==> src/rtl/decode_issue_if.sv <==
// Fetch-side, writeback and execute-side signals of the decode/issue stage.
// slave = decode_issue itself; master = the surrounding pipeline (or a bench).
interface decode_issue_if;
    logic [15:0] instruction;
    logic [7:0]  pc_in;
    logic        valid;
    logic        stall;
    logic        flush;
    logic        PC_sel;
    logic [7:0]  branch_target;
    logic        wb_en;
    logic [3:0]  wb_rd;
    logic [7:0]  wb_data;
    logic        ex_valid;
    logic [3:0]  ex_op;
    logic [3:0]  ex_rd;
    logic [7:0]  ex_a;
    logic [7:0]  ex_b;
    logic [7:0]  ex_pc;
    logic        halted;

    modport slave (
        input  instruction, pc_in, valid, wb_en, wb_rd, wb_data,
        output stall, flush, PC_sel, branch_target,
        output ex_valid, ex_op, ex_rd, ex_a, ex_b, ex_pc, halted
    );

    modport master (
        output instruction, pc_in, valid, wb_en, wb_rd, wb_data,
        input  stall, flush, PC_sel, branch_target,
        input  ex_valid, ex_op, ex_rd, ex_a, ex_b, ex_pc, halted
    );
endinterface

==> src/rtl/decode_issue.sv <==
// Decode/issue stage: 16-bit ISA decode, 16x8 register file with writeback
// bypass, busy-bit scoreboard, one-entry hold buffer, branch resolution.
module decode_issue (
    input  logic          clk,
    input  logic          reset,
    decode_issue_if.slave bus
);
    typedef enum logic [3:0] {
        OP_NOP  = 4'h0,
        OP_ADD  = 4'h1,
        OP_SUB  = 4'h2,
        OP_AND  = 4'h3,
        OP_OR   = 4'h4,
        OP_XOR  = 4'h5,
        OP_ADDI = 4'h6,
        OP_LOAD = 4'h7,
        OP_BEQZ = 4'h9,
        OP_JMP  = 4'hA,
        OP_HALT = 4'hF
    } op_e;

    typedef enum logic {HOLD_EMPTY, HOLD_FULL} hold_e;

    hold_e       hold_state, hold_next;
    logic [15:0] hold_instr;
    logic [7:0]  hold_pc;
    logic [7:0]  rf [16];
    logic [15:0] busy, busy_next;
    logic        halted;

    logic        ex_valid_q;
    logic [3:0]  ex_op_q, ex_rd_q;
    logic [7:0]  ex_a_q, ex_b_q, ex_pc_q;

    logic [15:0] cur_instr;
    logic [7:0]  cur_pc;
    logic        cur_present;
    op_e         op;
    logic [3:0]  rd, rs1, rs2;
    logic [7:0]  rd_val, rs1_val, rs2_val;
    logic        uses_rs1, uses_rs2, uses_rd_src, writes_rd, is_branch;
    logic        hazard, issue, stall, taken;

    function automatic logic [7:0] read_reg(input logic [3:0] r, input logic [7:0] stored,
                                            input logic we, input logic [3:0] wr,
                                            input logic [7:0] wd);
        if (r == 4'd0)
            return '0;
        else if (we && wr == r)
            return wd;
        else
            return stored;
    endfunction

    // A register being written back this cycle is already free for readers.
    function automatic logic is_busy(input logic [3:0] r, input logic busy_bit,
                                     input logic we, input logic [3:0] wr);
        return (r != 4'd0) && busy_bit && !(we && wr == r);
    endfunction

    always_comb begin
        cur_present = !halted && (hold_state == HOLD_FULL || bus.valid);
        cur_instr   = (hold_state == HOLD_FULL) ? hold_instr : bus.instruction;
        cur_pc      = (hold_state == HOLD_FULL) ? hold_pc : bus.pc_in;
        op          = op_e'(cur_instr[15:12]);
        rd          = cur_instr[11:8];
        rs1         = cur_instr[7:4];
        rs2         = cur_instr[3:0];

        uses_rs1    = 1'b0;
        uses_rs2    = 1'b0;
        uses_rd_src = 1'b0;
        writes_rd   = 1'b0;
        is_branch   = 1'b0;
        case (op)
            OP_ADD, OP_SUB, OP_AND, OP_OR, OP_XOR: begin
                uses_rs1  = 1'b1;
                uses_rs2  = 1'b1;
                writes_rd = 1'b1;
            end
            OP_ADDI, OP_LOAD: begin
                uses_rs1  = 1'b1;
                writes_rd = 1'b1;
            end
            OP_BEQZ: begin
                uses_rd_src = 1'b1;
                is_branch   = 1'b1;
            end
            OP_JMP:  is_branch = 1'b1;
            default: ;
        endcase

        rd_val  = read_reg(rd,  rf[rd],  bus.wb_en, bus.wb_rd, bus.wb_data);
        rs1_val = read_reg(rs1, rf[rs1], bus.wb_en, bus.wb_rd, bus.wb_data);
        rs2_val = read_reg(rs2, rf[rs2], bus.wb_en, bus.wb_rd, bus.wb_data);

        hazard = (uses_rs1 && is_busy(rs1, busy[rs1], bus.wb_en, bus.wb_rd))
              || (uses_rs2 && is_busy(rs2, busy[rs2], bus.wb_en, bus.wb_rd))
              || (uses_rd_src && is_busy(rd, busy[rd], bus.wb_en, bus.wb_rd))
              || (writes_rd && is_busy(rd, busy[rd], bus.wb_en, bus.wb_rd));
        issue  = cur_present && !hazard;
        stall  = cur_present && hazard;
        taken  = issue && (op == OP_JMP || (op == OP_BEQZ && rd_val == 8'd0));
    end

    // Set after clear so a same-cycle set of the same register wins.
    always_comb begin
        busy_next = busy;
        if (bus.wb_en)
            busy_next[bus.wb_rd] = 1'b0;
        if (issue && writes_rd)
            busy_next[rd] = 1'b1;
        busy_next[0] = 1'b0;
    end

    always_comb begin
        hold_next = hold_state;
        case (hold_state)
            HOLD_EMPTY: if (stall) hold_next = HOLD_FULL;
            HOLD_FULL:  if (issue) hold_next = HOLD_EMPTY;
            default:    hold_next = HOLD_EMPTY;
        endcase
    end

    always_ff @(posedge clk or posedge reset) begin
        if (reset) begin
            hold_state <= HOLD_EMPTY;
            hold_instr <= '0;
            hold_pc    <= '0;
            busy       <= '0;
            halted     <= 1'b0;
            for (int unsigned i = 0; i < 16; i++)
                rf[i] <= '0;
        end else begin
            hold_state <= hold_next;
            if (hold_state == HOLD_EMPTY && stall) begin
                hold_instr <= bus.instruction;
                hold_pc    <= bus.pc_in;
            end
            busy <= busy_next;
            if (issue && op == OP_HALT)
                halted <= 1'b1;
            if (bus.wb_en && bus.wb_rd != 4'd0)
                rf[bus.wb_rd] <= bus.wb_data;
        end
    end

    always_ff @(posedge clk or posedge reset) begin
        if (reset) begin
            ex_valid_q <= 1'b0;
            ex_op_q    <= '0;
            ex_rd_q    <= '0;
            ex_a_q     <= '0;
            ex_b_q     <= '0;
            ex_pc_q    <= '0;
        end else begin
            ex_valid_q <= issue;
            if (issue) begin
                ex_op_q <= cur_instr[15:12];
                ex_rd_q <= is_branch ? 4'd0 : rd;
                ex_a_q  <= uses_rd_src ? rd_val : rs1_val;
                ex_b_q  <= uses_rs2 ? rs2_val : {4'b0000, cur_instr[3:0]};
                ex_pc_q <= cur_pc;
            end
        end
    end

    assign bus.stall         = stall;
    assign bus.flush         = taken;
    assign bus.PC_sel        = taken;
    assign bus.branch_target = taken ? cur_instr[7:0] : '0;
    assign bus.ex_valid      = ex_valid_q;
    assign bus.ex_op         = ex_op_q;
    assign bus.ex_rd         = ex_rd_q;
    assign bus.ex_a          = ex_a_q;
    assign bus.ex_b          = ex_b_q;
    assign bus.ex_pc         = ex_pc_q;
    assign bus.halted        = halted;
endmodule

==> src/flat_wrapper.sv <==
// flat-port wrapper written by rule: the top's interface ports become plain ports
module decode_issue_flat 
  (clk, reset, bus_instruction, bus_pc_in, bus_valid, bus_wb_en, bus_wb_rd, bus_wb_data, bus_stall, bus_flush, bus_PC_sel, bus_branch_target, bus_ex_valid, bus_ex_op, bus_ex_rd, bus_ex_a, bus_ex_b, bus_ex_pc, bus_halted);
  decode_issue_if bus_i ();
  input  logic clk;
  input  logic reset;
  input wire logic [$bits(bus_i.instruction)-1:0] bus_instruction;
  input wire logic [$bits(bus_i.pc_in)-1:0] bus_pc_in;
  input wire logic [$bits(bus_i.valid)-1:0] bus_valid;
  input wire logic [$bits(bus_i.wb_en)-1:0] bus_wb_en;
  input wire logic [$bits(bus_i.wb_rd)-1:0] bus_wb_rd;
  input wire logic [$bits(bus_i.wb_data)-1:0] bus_wb_data;
  output wire logic [$bits(bus_i.stall)-1:0] bus_stall;
  output wire logic [$bits(bus_i.flush)-1:0] bus_flush;
  output wire logic [$bits(bus_i.PC_sel)-1:0] bus_PC_sel;
  output wire logic [$bits(bus_i.branch_target)-1:0] bus_branch_target;
  output wire logic [$bits(bus_i.ex_valid)-1:0] bus_ex_valid;
  output wire logic [$bits(bus_i.ex_op)-1:0] bus_ex_op;
  output wire logic [$bits(bus_i.ex_rd)-1:0] bus_ex_rd;
  output wire logic [$bits(bus_i.ex_a)-1:0] bus_ex_a;
  output wire logic [$bits(bus_i.ex_b)-1:0] bus_ex_b;
  output wire logic [$bits(bus_i.ex_pc)-1:0] bus_ex_pc;
  output wire logic [$bits(bus_i.halted)-1:0] bus_halted;
  assign bus_i.instruction = bus_instruction;
  assign bus_i.pc_in = bus_pc_in;
  assign bus_i.valid = bus_valid;
  assign bus_i.wb_en = bus_wb_en;
  assign bus_i.wb_rd = bus_wb_rd;
  assign bus_i.wb_data = bus_wb_data;
  assign bus_stall = bus_i.stall;
  assign bus_flush = bus_i.flush;
  assign bus_PC_sel = bus_i.PC_sel;
  assign bus_branch_target = bus_i.branch_target;
  assign bus_ex_valid = bus_i.ex_valid;
  assign bus_ex_op = bus_i.ex_op;
  assign bus_ex_rd = bus_i.ex_rd;
  assign bus_ex_a = bus_i.ex_a;
  assign bus_ex_b = bus_i.ex_b;
  assign bus_ex_pc = bus_i.ex_pc;
  assign bus_halted = bus_i.halted;
  decode_issue u_core (.clk(clk), .reset(reset), .bus(bus_i));
endmodule
==> config.mk <==
export PLATFORM = sky130hd
export DESIGN_NAME = decode_issue_flat
export DESIGN_NICKNAME = d
export VERILOG_FILES = /design/src/rtl/decode_issue_if.sv /design/src/rtl/decode_issue.sv /design/src/flat_wrapper.sv
export SDC_FILE = /design/constraint.sdc
export NUM_CORES = 1
export LEC_CHECK = 0
export CAP_MARGIN = 10
export CORE_MARGIN = 8
export CORE_UTILIZATION = 50
export DETAILED_ROUTE_END_ITERATION = 8
export PLACE_DENSITY = 0.69
export SLEW_MARGIN = 30
export SYNTH_ARGS = -nofsm -noshare
export SYNTH_HDL_FRONTEND = slang
export SYNTH_SLANG_ARGS = --single-unit
==> constraint.sdc <==
create_clock -name clk -period 12.3 [get_ports clk]
set_input_delay 2.46 -clock clk [delete_from_list [all_inputs] [get_ports clk]]
set_output_delay 2.46 -clock clk [all_outputs]
set_load 0.005 [all_outputs]
# After elaboration in Yosys (flattened, before gate mapping)
# Cells that the tools add are included.
dict set report totals {
  elab_cells 148
  register_bits 202
}
dict set report op_classes {
  n_mux 43
  n_reduce_logical 46
  n_lt_le_gt_ge 11
  bitwise_logic 8
  eq_ne 13
}
# operator n
set ops {}
lappend ops {{2-to-1 mux 8 bit} 17}
lappend ops {{bitwise mux 128 bit} 1}
lappend ops {{binary-select mux 8 bit (select 4 bit)} 3}
lappend ops {{2-to-1 mux 16 bit} 3}
lappend ops {{demux 8 bit (select 4 bit)} 1}
lappend ops {{logical AND 1 bit} 25}
lappend ops {{>= comparator 5 bit, second input constant} 4}
lappend ops {{less-than comparator 4 x 5 -> 1 bit, second input constant} 4}
lappend ops {{NOT 4 -> 5 bit} 4}
lappend ops {{AND 16 bit} 1}
lappend ops {{equality test 4 x 3 -> 1 bit, second input constant} 4}
lappend ops {{NOT 16 bit} 1}
lappend ops {{bitwise OR 16 bit} 1}
lappend ops {{nonzero test 4 bit} 4}
lappend ops {{binary-select mux 1 bit (select 4 bit)} 3}
lappend ops {{equality test 4 bit} 3}
lappend ops {{equality test 4 bit, second input constant} 3}
lappend ops {{zero test 4 bit} 3}
lappend ops {{2-to-1 mux 1 bit} 11}
lappend ops {{demux 1 bit (select 4 bit)} 2}
lappend ops {{equality test 4 x 2 -> 1 bit, second input constant} 2}
lappend ops {{>= comparator 4 x 1 -> 1 bit, second input constant} 2}
lappend ops {{zero test 8 bit} 1}
lappend ops {{OR reduction 7 bit} 1}
lappend ops {{9 further kinds} 17}

# Depth between registers and ports, before layout
# Gate-level depths: netlist (run 1).
dict set report depth {
  word_depth 13
  mapped_depth 15
  depth_no_buf 8
}

# Least setup slack after synthesis (run 1)
# No wires, ideal clock.
dict set report synth_timing {
  path_type {input port to output port}
  start {input port bus_instruction[4]}
  end {output port bus_flush}
  path_buffers 4
  arrival_time_ns 4.646
  path_slack_ns 5.194
  stages 12
  required_ns 9.840
  cell_sequence {clkbuf_1 > nor3_1 > a21oi_1 > inv_1 > a2111oi_0 > nor4b_2 > nor4b_2 > buf_4 > buf_6 > nand4_4 > nand2_1 > buf_4}
}
dict set report synth_via {
  elab_chain_len 12
  word_cells_on_any_way 16
  classes_between {eq/ne: 1; mux: 3; reduce/logical: 12}
}
# element line
set synth_lines {}
lappend synth_lines {{start, declared} flat_wrapper.sv:7} ;# input wire logic [$bits(bus_i.instruction)-1:0] bus_instruction;
lappend synth_lines {{2-to-1 mux 16 bit *} decode_issue.sv:63} ;# cur_instr = (hold_state == HOLD_FULL) ? hold_instr : bus.instruction;
lappend synth_lines {{binary-select mux 1 bit (select 4 bit) / equality test 4 bit (equally long branches)} {decode_issue.sv:97, decode_issue.sv:58}}
lappend synth_lines {{2-to-1 mux 1 bit (implied by the code) / logical AND 1 bit (equally long branches)} {decode_issue.sv:97, decode_issue.sv:58}}
lappend synth_lines {{logical AND 1 bit / zero test 1 bit (equally long branches)} decode_issue.sv:58} ;# return (r != 4'd0) && busy_bit && !(we && wr == r);
lappend synth_lines {{logical AND 1 bit *} decode_issue.sv:58}
lappend synth_lines {{logical AND 1 bit *} decode_issue.sv:97} ;# hazard = (uses_rs1 && is_busy(rs1, busy[rs1], bus.wb_en, bus.wb_rd))
lappend synth_lines {{logical OR 1 bit *} decode_issue.sv:98} ;# || (uses_rs2 && is_busy(rs2, busy[rs2], bus.wb_en, bus.wb_rd))
lappend synth_lines {{logical OR 1 bit *} decode_issue.sv:99} ;# || (uses_rd_src && is_busy(rd, busy[rd], bus.wb_en, bus.wb_rd))
lappend synth_lines {{logical OR 1 bit *} decode_issue.sv:100} ;# || (writes_rd && is_busy(rd, busy[rd], bus.wb_en, bus.wb_rd));
lappend synth_lines {{zero test 1 bit *} decode_issue.sv:101} ;# issue = cur_present && !hazard;
lappend synth_lines {{logical AND 1 bit *} decode_issue.sv:101}
lappend synth_lines {{logical AND 1 bit *} decode_issue.sv:103} ;# taken = issue && (op == OP_JMP || (op == OP_BEQZ && rd_val == 8'd0));
lappend synth_lines {{end, declared} flat_wrapper.sv:14} ;# output wire logic [$bits(bus_i.flush)-1:0] bus_flush;
# Mark *: on every way between the ends. The rest lies on a longest branch, timed or not. The select of a mux whose other input is x is not followed.

# Final worst setup path (run 1)
dict set report layout_timing {
  start {input port bus_instruction[8]}
  end {output port bus_branch_target[2]}
}
dict set report layout_via {
  elab_chain_len 12
  word_cells_on_any_way 27
  classes_between {eq/ne: 1; mux: 9; bitwise: 1; reduce/logical: 16}
}
# element line
set layout_lines {}
lappend layout_lines {{2-to-1 mux 16 bit *} decode_issue.sv:63}
lappend layout_lines {{NOT 4 -> 5 bit (implied by the code) (tied with other cells)} decode_issue.sv:93} ;# rd_val = read_reg(rd, rf[rd], bus.wb_en, bus.wb_rd, bus.wb_data);
lappend layout_lines {{binary-select mux 8 bit (select 4 bit) (tied with other cells)} decode_issue.sv:93}
lappend layout_lines {{2-to-1 mux 8 bit (implied by the code) (tied with other cells)} decode_issue.sv:93}
lappend layout_lines {{2-to-1 mux 8 bit (implied by the code) / logical AND 1 bit (equally long branches)} {decode_issue.sv:93, decode_issue.sv:58}}
lappend layout_lines {{2-to-1 mux 8 bit / logical AND 1 bit (equally long branches)} {decode_issue.sv:49, decode_issue.sv:99}}
lappend layout_lines {{2-to-1 mux 8 bit / logical OR 1 bit (equally long branches)} {decode_issue.sv:47, decode_issue.sv:99}}
lappend layout_lines {{zero test 8 bit / logical OR 1 bit (equally long branches)} {decode_issue.sv:103, decode_issue.sv:100}}
lappend layout_lines {{logical AND 1 bit / zero test 1 bit (equally long branches)} {decode_issue.sv:103, decode_issue.sv:101}}
lappend layout_lines {{logical OR 1 bit / logical AND 1 bit (equally long branches)} {decode_issue.sv:103, decode_issue.sv:101}}
lappend layout_lines {{logical AND 1 bit *} decode_issue.sv:103}
lappend layout_lines {{2-to-1 mux 8 bit *} decode_issue.sv:171} ;# assign bus.branch_target = taken ? cur_instr[7:0] : '0;
lappend layout_lines {{end, declared} flat_wrapper.sv:16} ;# output wire logic [$bits(bus_i.branch_target)-1:0] bus_branch_target;
# Marked as above.

==> results of run 1 <==
registers in the layout, indices dropped and copies added (netlist names), named ones only:
signal	cells
u_core.hold_instr	16
u_core.bus.ex_op	4
u_core.bus.halted	1
u_core.bus.ex_b	8
u_core.busy	15
u_core.bus.ex_a	8
u_core.bus.ex_pc	8
u_core.hold_pc	8
u_core.rf	128
u_core.bus.ex_valid	1
u_core.bus.ex_rd	4
worst min-delay path by stage:
stage	start	to	slack, ns	cells after the start
after global routing	u_core.rf[122]	u_core.rf[122]	0.44	0
after detailed placement	u_core.rf[126]	u_core.rf[126]	0.41	0
after floorplan	u_core.rf[126]	u_core.rf[126]	0.46	1
final	u_core.rf[126]	u_core.rf[126]	0.43	0
after global placement	u_core.rf[123]	u_core.rf[123]	0.41	0
after CTS	u_core.rf[123]	u_core.rf[123]	0.43	0
cells in the final DEF (no fill, tap or decap), types with 7 or more instances in the layout:
| cell type | Yosys | final |
|---|---|---|
| nand2b_1 | 15 | 15 |
| o221ai_1 | 9 | 9 |
| clkbuf_1 | 43 | 8 |
| a21oi_1 | 57 | 57 |
| o22ai_1 | 24 | 24 |
| a222oi_1 | 7 | 7 |
| mux2i_1 | 106 | 103 |
| o21a_1 | 8 | 8 |
| nand2_1 | 96 | 96 |
| mux2_4 | 22 | 22 |
| a211oi_1 | 23 | 23 |
| mux2_2 | 142 | 142 |
| xnor2_1 | 11 | 11 |
| mux4_2 | 52 | 52 |
| o21ai_0 | 23 | 23 |
| clkbuf_16 | 0 | 24 |
| and3_1 | 9 | 9 |
| nor2_1 | 45 | 42 |
| nor2b_1 | 17 | 17 |
| or3_1 | 7 | 7 |
| nor3_1 | 10 | 10 |
| dfrtp_1 | 202 | 201 |
| o21ai_1 | 14 | 13 |
| clkdlybuf4s50_1 | 0 | 84 |
| a31oi_1 | 22 | 22 |
| inv_1 | 16 | 15 |
| nand3_1 | 7 | 7 |
| buf_4 | 13 | 26 |
| a221oi_1 | 7 | 7 |
cell type report:
cell class                      count  area share
Clock buffer                       33      0.0441
Tap cell                          330      0.0282
Inverter                           16     0.00462
Sequential cell                   202       0.346
Clock inverter                      6     0.00650
Multi-Input combinational cell    821       0.499
Timing Repair Buffer              111      0.0716
report_power, final:
group,switching [mW],internal (mW),leakage (nW)
clock,0.279,0.406,0.360
combinational,0.973,0.893,3.16
sequential,0.231,0.882,2.47
total,1.48,2.18,5.99
per-stage QoR:
stage	hold WS (ns)	setup WS [ns]	total power, mW	utilization	area (um2)
4_1_cts	0.425	2.98	3.65	0.580	14600
3_3_place_gp	0.406	3.08	2.92	0.550	13900
6_report	0.427	2.91	3.66	0.581	14600
2_1_floorplan	0.461	4.33	2.40	-	12900
5_1_grt	0.441	2.62	3.85	0.581	14600
3_5_place_dp	0.411	3.03	2.95	0.551	13900
worst max-delay path: stages:
cell,delay (ns)
clkdlybuf4s50_1,0.55
mux2_4,0.76
xnor2_1,0.21
nand4_1,0.61
nand4_1,0.25
nor2_1,0.11
nor4b_4,0.27
buf_4,0.61
nand4_4,0.29
a21oi_1,0.22
clkdlybuf4s50_1,0.54
cells by family after synthesis:
| logic type | after synthesis |
|---|---|
| XOR/XNOR | 12 |
| AO/OA/AOI/OAI | 237 |
| flip-flops | 202 |
| multiplexers | 327 |
| AND/OR/NAND/NOR | 245 |
| buffers and inverters | 112 |
routing by layer:
layer,vias to the layer above,routed length [um],global-route usage
li1,4383,-,-
met1,5045,16300,0.341
met2,517,18700,0.405
met3,133,3290,0.0496
met4,0,1730,0.101
met5,-,0,0
==> impl_metrics.env, run 1 <==
export IMPL_synth_top_cell_area_share=0.393
export IMPL_ir_drop_v=0.000211
export IMPL_syn_area_um2=12900
export IMPL_reg2reg_depth=10
export IMPL_drc=0
export IMPL_layout_nets=1216
export IMPL_grt_pass1_wl_mm=62.1
export IMPL_clk_root_buffer_cell="clkbuf_16"
export IMPL_ys_types=73
export IMPL_coreArea_um2=25200
export IMPL_required_ns=9.84
export IMPL_via_count=10100
export IMPL_yosysSeqAreaShare=0.393
export IMPL_finalSetupTns_ns=0
export IMPL_postCtsHoldBufs=0
export IMPL_critPathMaxFanout=64
export IMPL_ant_nets=0
export IMPL_avgSynthCellArea_um2=11.3
export IMPL_crit_arrival_ns=6.93
export IMPL_hold_class="reg2reg"
export IMPL_synth_xor_xnor_area_share=0.00818
export IMPL_finalCritPeriodShare=0.763
export IMPL_ys_flop_type="dfrtp_1"
export IMPL_startpoint="bus_instruction[8]"
export IMPL_drive_gt1_frac=0.257
export IMPL_die_y_um=176
export IMPL_tritoncts="built"
export IMPL_hold_viol=0
export IMPL_netlist_top_cells_count="dfrtp_1, mux2_2, mux2i_1"
export IMPL_drt_total_wl_mm=40.1
export IMPL_fmax_mhz=107
export IMPL_drt_initial_drc_count=1227
export IMPL_cts_sinks=202
export IMPL_synth_compound_gate_area_share=0.123
export IMPL_first_pass_iters=7
export IMPL_place_inst=1479
export IMPL_clkTransAtPathRegs_ns=0.05
export IMPL_io_buffers=84
export IMPL_areaGrowthSynthToFinish_pct=13.8
export IMPL_htreeDepth=1
export IMPL_leakage_nw=5.99
export IMPL_skew_ns=0.0234
export IMPL_multiInputGateArea_um2=7300
export IMPL_finalSetupViolations=0
export IMPL_routabilityCongestion=0.929
export IMPL_max_cap_violations=0
export IMPL_synthTopCellsByArea="dfrtp_1, mux2_2, mux4_2"
export IMPL_yosys_area_share_adder=0
export IMPL_insertion_delay_ns=0.53
export IMPL_vias_per_cell=6.63
export IMPL_cts_buffers=24
export IMPL_r2r_slack_ns=7.31
export IMPL_cp_endpoint="bus_branch_target[2]"
export IMPL_yosysTopAreaCell="dfrtp_1"
export IMPL_worst_setup_path_start_kind="primary input"
export IMPL_outcome="complete, no violations"
export IMPL_diodes=0
export IMPL_relSlewSlack=0.270
export IMPL_dieWidth_um=176
export IMPL_io_pin_count=85
export IMPL_tightest_slew_ns=1.09
export IMPL_ys_seq_elements=202
export IMPL_yosysMostFrequentCell="dfrtp_1"
export IMPL_r2r_end="u_core.hold_pc[4]"
export IMPL_post_drt_wl_per_cell_um=26.4
export IMPL_synth_simple_gate_area_share=0.102
export IMPL_cts_buffer_depth=3
export IMPL_n_fill_cell=2094
export IMPL_yosysWarnings=0
export IMPL_grt_max_degree=94
export IMPL_seqCellArea_um2=5060
export IMPL_syn_num_nets=1175
export IMPL_critPathKind="in2out"
export IMPL_grt_antenna_before_repair=0
export IMPL_final_cells=1519
export IMPL_first_global_vias=10300
export IMPL_end_kind="output port"
export IMPL_maxSlewViolCount=0
export IMPL_yosys_mux_area_fraction=0.330
export IMPL_postCtsResizedCells=0
export IMPL_dp_hpwl_mm=27.2
export IMPL_initial_utilization=0.510
export IMPL_die_area_um2=31100
export IMPL_rsz0062_at_grt="false"
export IMPL_postCtsSetupRepairBufs=0
export IMPL_fin_crit_ns=9.39
export IMPL_rows=58
export IMPL_p_per_area_nw_per_um2=251
export IMPL_grt_overflow_total=0
export IMPL_synthArstFlopShare=1.00
export IMPL_postSynthCellCount=1135
export IMPL_track_usage=0.255
export IMPL_synth_edff_count=0
export IMPL_synth_top_family_by_area="multiplexers"
No activity file was read; power rests on OpenSTA's default activity.
==> run 2, diff against run 1 <==
--- a/config.mk
+++ b/config.mk
@@ -9,7 +9,7 @@
 export CORE_MARGIN = 8
 export CORE_UTILIZATION = 50
 export DETAILED_ROUTE_END_ITERATION = 8
-export PLACE_DENSITY = 0.69
+export PLACE_DENSITY = 0.72
 export SLEW_MARGIN = 30
 export SYNTH_ARGS = -nofsm -noshare
 export SYNTH_HDL_FRONTEND = slang
==> constraint.sdc (replaced) <==
create_clock -name clk -period 7.9 [get_ports clk]
set_input_delay 1.58 -clock clk [delete_from_list [all_inputs] [get_ports clk]]
set_output_delay 1.58 -clock clk [all_outputs]
set_load 0.005 [all_outputs]
==> impl_metrics.env, run 2 (same netlist as run 1, synthesis figures left out) <==
export IMPL_grt_pass1_wl_mm=62.7
export IMPL_finalSetupTns_ns=0
export IMPL_first_pass_iters=7
export IMPL_fin_crit_ns=7.09
export IMPL_skew_ns=0.00787
export IMPL_top_register="u_core.rf"
export IMPL_io_buffers=84
export IMPL_coreArea_um2=25200
export IMPL_clkTransAtPathRegs_ns=0.06
export IMPL_tritoncts="built"
export IMPL_cts_sinks=202
export IMPL_ant_nets=0
export IMPL_htreeDepth=1
export IMPL_die_area_um2=31100
export IMPL_grt_antenna_before_repair=0
export IMPL_rows=58
export IMPL_drt_total_wl_mm=40.4
export IMPL_n_fill_cell=2067
export IMPL_postCtsResizedCells=0
export IMPL_insertion_delay_ns=0.52
export IMPL_cts_buffer_depth=3
export IMPL_critPathKind="in2out"
export IMPL_p_per_area_nw_per_um2=394
export IMPL_drive_gt1_frac=0.263
export IMPL_die_y_um=176
export IMPL_place_area_um2=13900
export IMPL_outcome="complete, no violations"
export IMPL_grt_max_degree=140
export IMPL_max_cap_violations=0
export IMPL_dp_hpwl_mm=27.6
export IMPL_track_usage=0.258
export IMPL_final_cell_area_um2=14700
export IMPL_clk_root_buffer_cell="clkbuf_16"
export IMPL_required_ns=6.32
export IMPL_rsz0062_at_grt="false"
export IMPL_crit_arrival_ns=5.51
export IMPL_first_global_vias=10200
export IMPL_maxSlewViolCount=0
export IMPL_busiest_layer="met2"
export IMPL_grt_overflow_total=0
export IMPL_routabilityCongestion=0.958
export IMPL_postCtsSetupRepairBufs=0
export IMPL_finalSetupViolations=0
export IMPL_ir_drop_v=0.000305
export IMPL_post_drt_wl_per_cell_um=26.5
export IMPL_hold_class="reg2reg"
export IMPL_grtUsageMet2=0.402
export IMPL_leakage_nw=6.03
export IMPL_diodes=0
export IMPL_grtUsageMet3=0.0493
export IMPL_vias_per_cell=6.68
export IMPL_worst_setup_path_start_kind="primary input"
export IMPL_end_kind="output port"
export IMPL_layout_nets=1218
export IMPL_io_pin_count=85
export IMPL_layout_commonest_cell="dfrtp_1"
export IMPL_dieWidth_um=176
export IMPL_via_count=10200
export IMPL_finalCritPeriodShare=0.898
export IMPL_hold_viol=0
export IMPL_initial_utilization=0.510
export IMPL_postCtsHoldBufs=0
export IMPL_cts_buffers=23
export IMPL_tightest_slew_ns=1.00
export IMPL_areaGrowthSynthToFinish_pct=14.5
export IMPL_relSlewSlack=0.329
export IMPL_fmax_mhz=141
export IMPL_largest_registers="u_core.rf x128, u_core.hold_instr x16, u_core.busy x15"
export IMPL_critPathMaxFanout=9
export IMPL_drc=0
export IMPL_drt_initial_drc_count=1331
export IMPL_final_cell_mix="dfrtp_1, mux2_2, mux2i_1"
export IMPL_largest_register_ffs=128
export IMPL_grtUsageMet1=0.346
==> run 2: metal layers <==
layer,part of all wire,vias up
met2,0.47,564
met4,0.048,0
met5,0,-
met1,0.40,5096
met3,0.084,136
li1,-,4385
==> run 2: worst max-delay path, cell delays in order <==
cell and delay, ns:
clkdlybuf4s50_1 0.57, mux2i_2 0.77, mux4_2 0.59, nand2_1 0.08, nand2_1 0.08, a221oi_1 0.40
and3_1 0.27, nand4_4 0.20, a21oi_1 0.37, clkdlybuf4s50_1 0.58
==> run 2: cell type report <==
| type | instances | area (um2) | area share |
|---|---|---|---|
| Tap cell | 330 | 413 | 0.0281 |
| Clock inverter | 9 | 133 | 0.00901 |
| Inverter | 16 | 72.6 | 0.00493 |
| Clock buffer | 33 | 663 | 0.0451 |
| Sequential cell | 202 | 5060 | 0.344 |
| Multi-Input combinational cell | 821 | 7300 | 0.496 |
| Timing Repair Buffer | 114 | 1080 | 0.0735 |
==> run 2: path summary, 6_finish.rpt <==
path                       cells after the start                 from                          to  slack, ns
hold / removal                                 0       u_core.rf[124]              u_core.rf[124]       0.43
max in group asynchronous                      3                reset  asynchronous set/reset pin       4.94
hold reg to reg                                0       u_core.rf[124]              u_core.rf[124]       0.43
setup / recovery                              10  bus_instruction[10]        bus_branch_target[3]       0.81
setup reg to reg                               9             register          u_core.bus.ex_b[7]       3.71
min in group asynchronous                      2                reset        u_core.hold_instr[4]       1.59
==> run 2: report_power, final <==
group / leakage (nW) / switching (mW) / total, mW / internal [mW]
clock network: 0.384 / 0.443 / 1.13 / 0.683
registers: 2.47 / 0.409 / 1.78 / 1.37
logic: 3.17 / 1.48 / 2.89 / 1.41
total: 6.03 / 2.33 / 5.79 / 3.46
==> run 2: per-stage QoR <==
stage / setup slack, ns / utilization / hold slack (ns) / power [mW] / std cells
floorplan: 0.809 / - / 0.461 / 3.73 / 1135
global placement: 0.987 / 0.552 / 0.404 / 4.55 / 1483
detailed placement: 0.879 / 0.553 / 0.410 / 4.62 / 1483
CTS: 0.870 / 0.584 / 0.424 / 5.76 / 1525
global route: 0.724 / 0.585 / 0.428 / 6.07 / 1525
finish: 0.808 / 0.585 / 0.429 / 5.79 / 1525
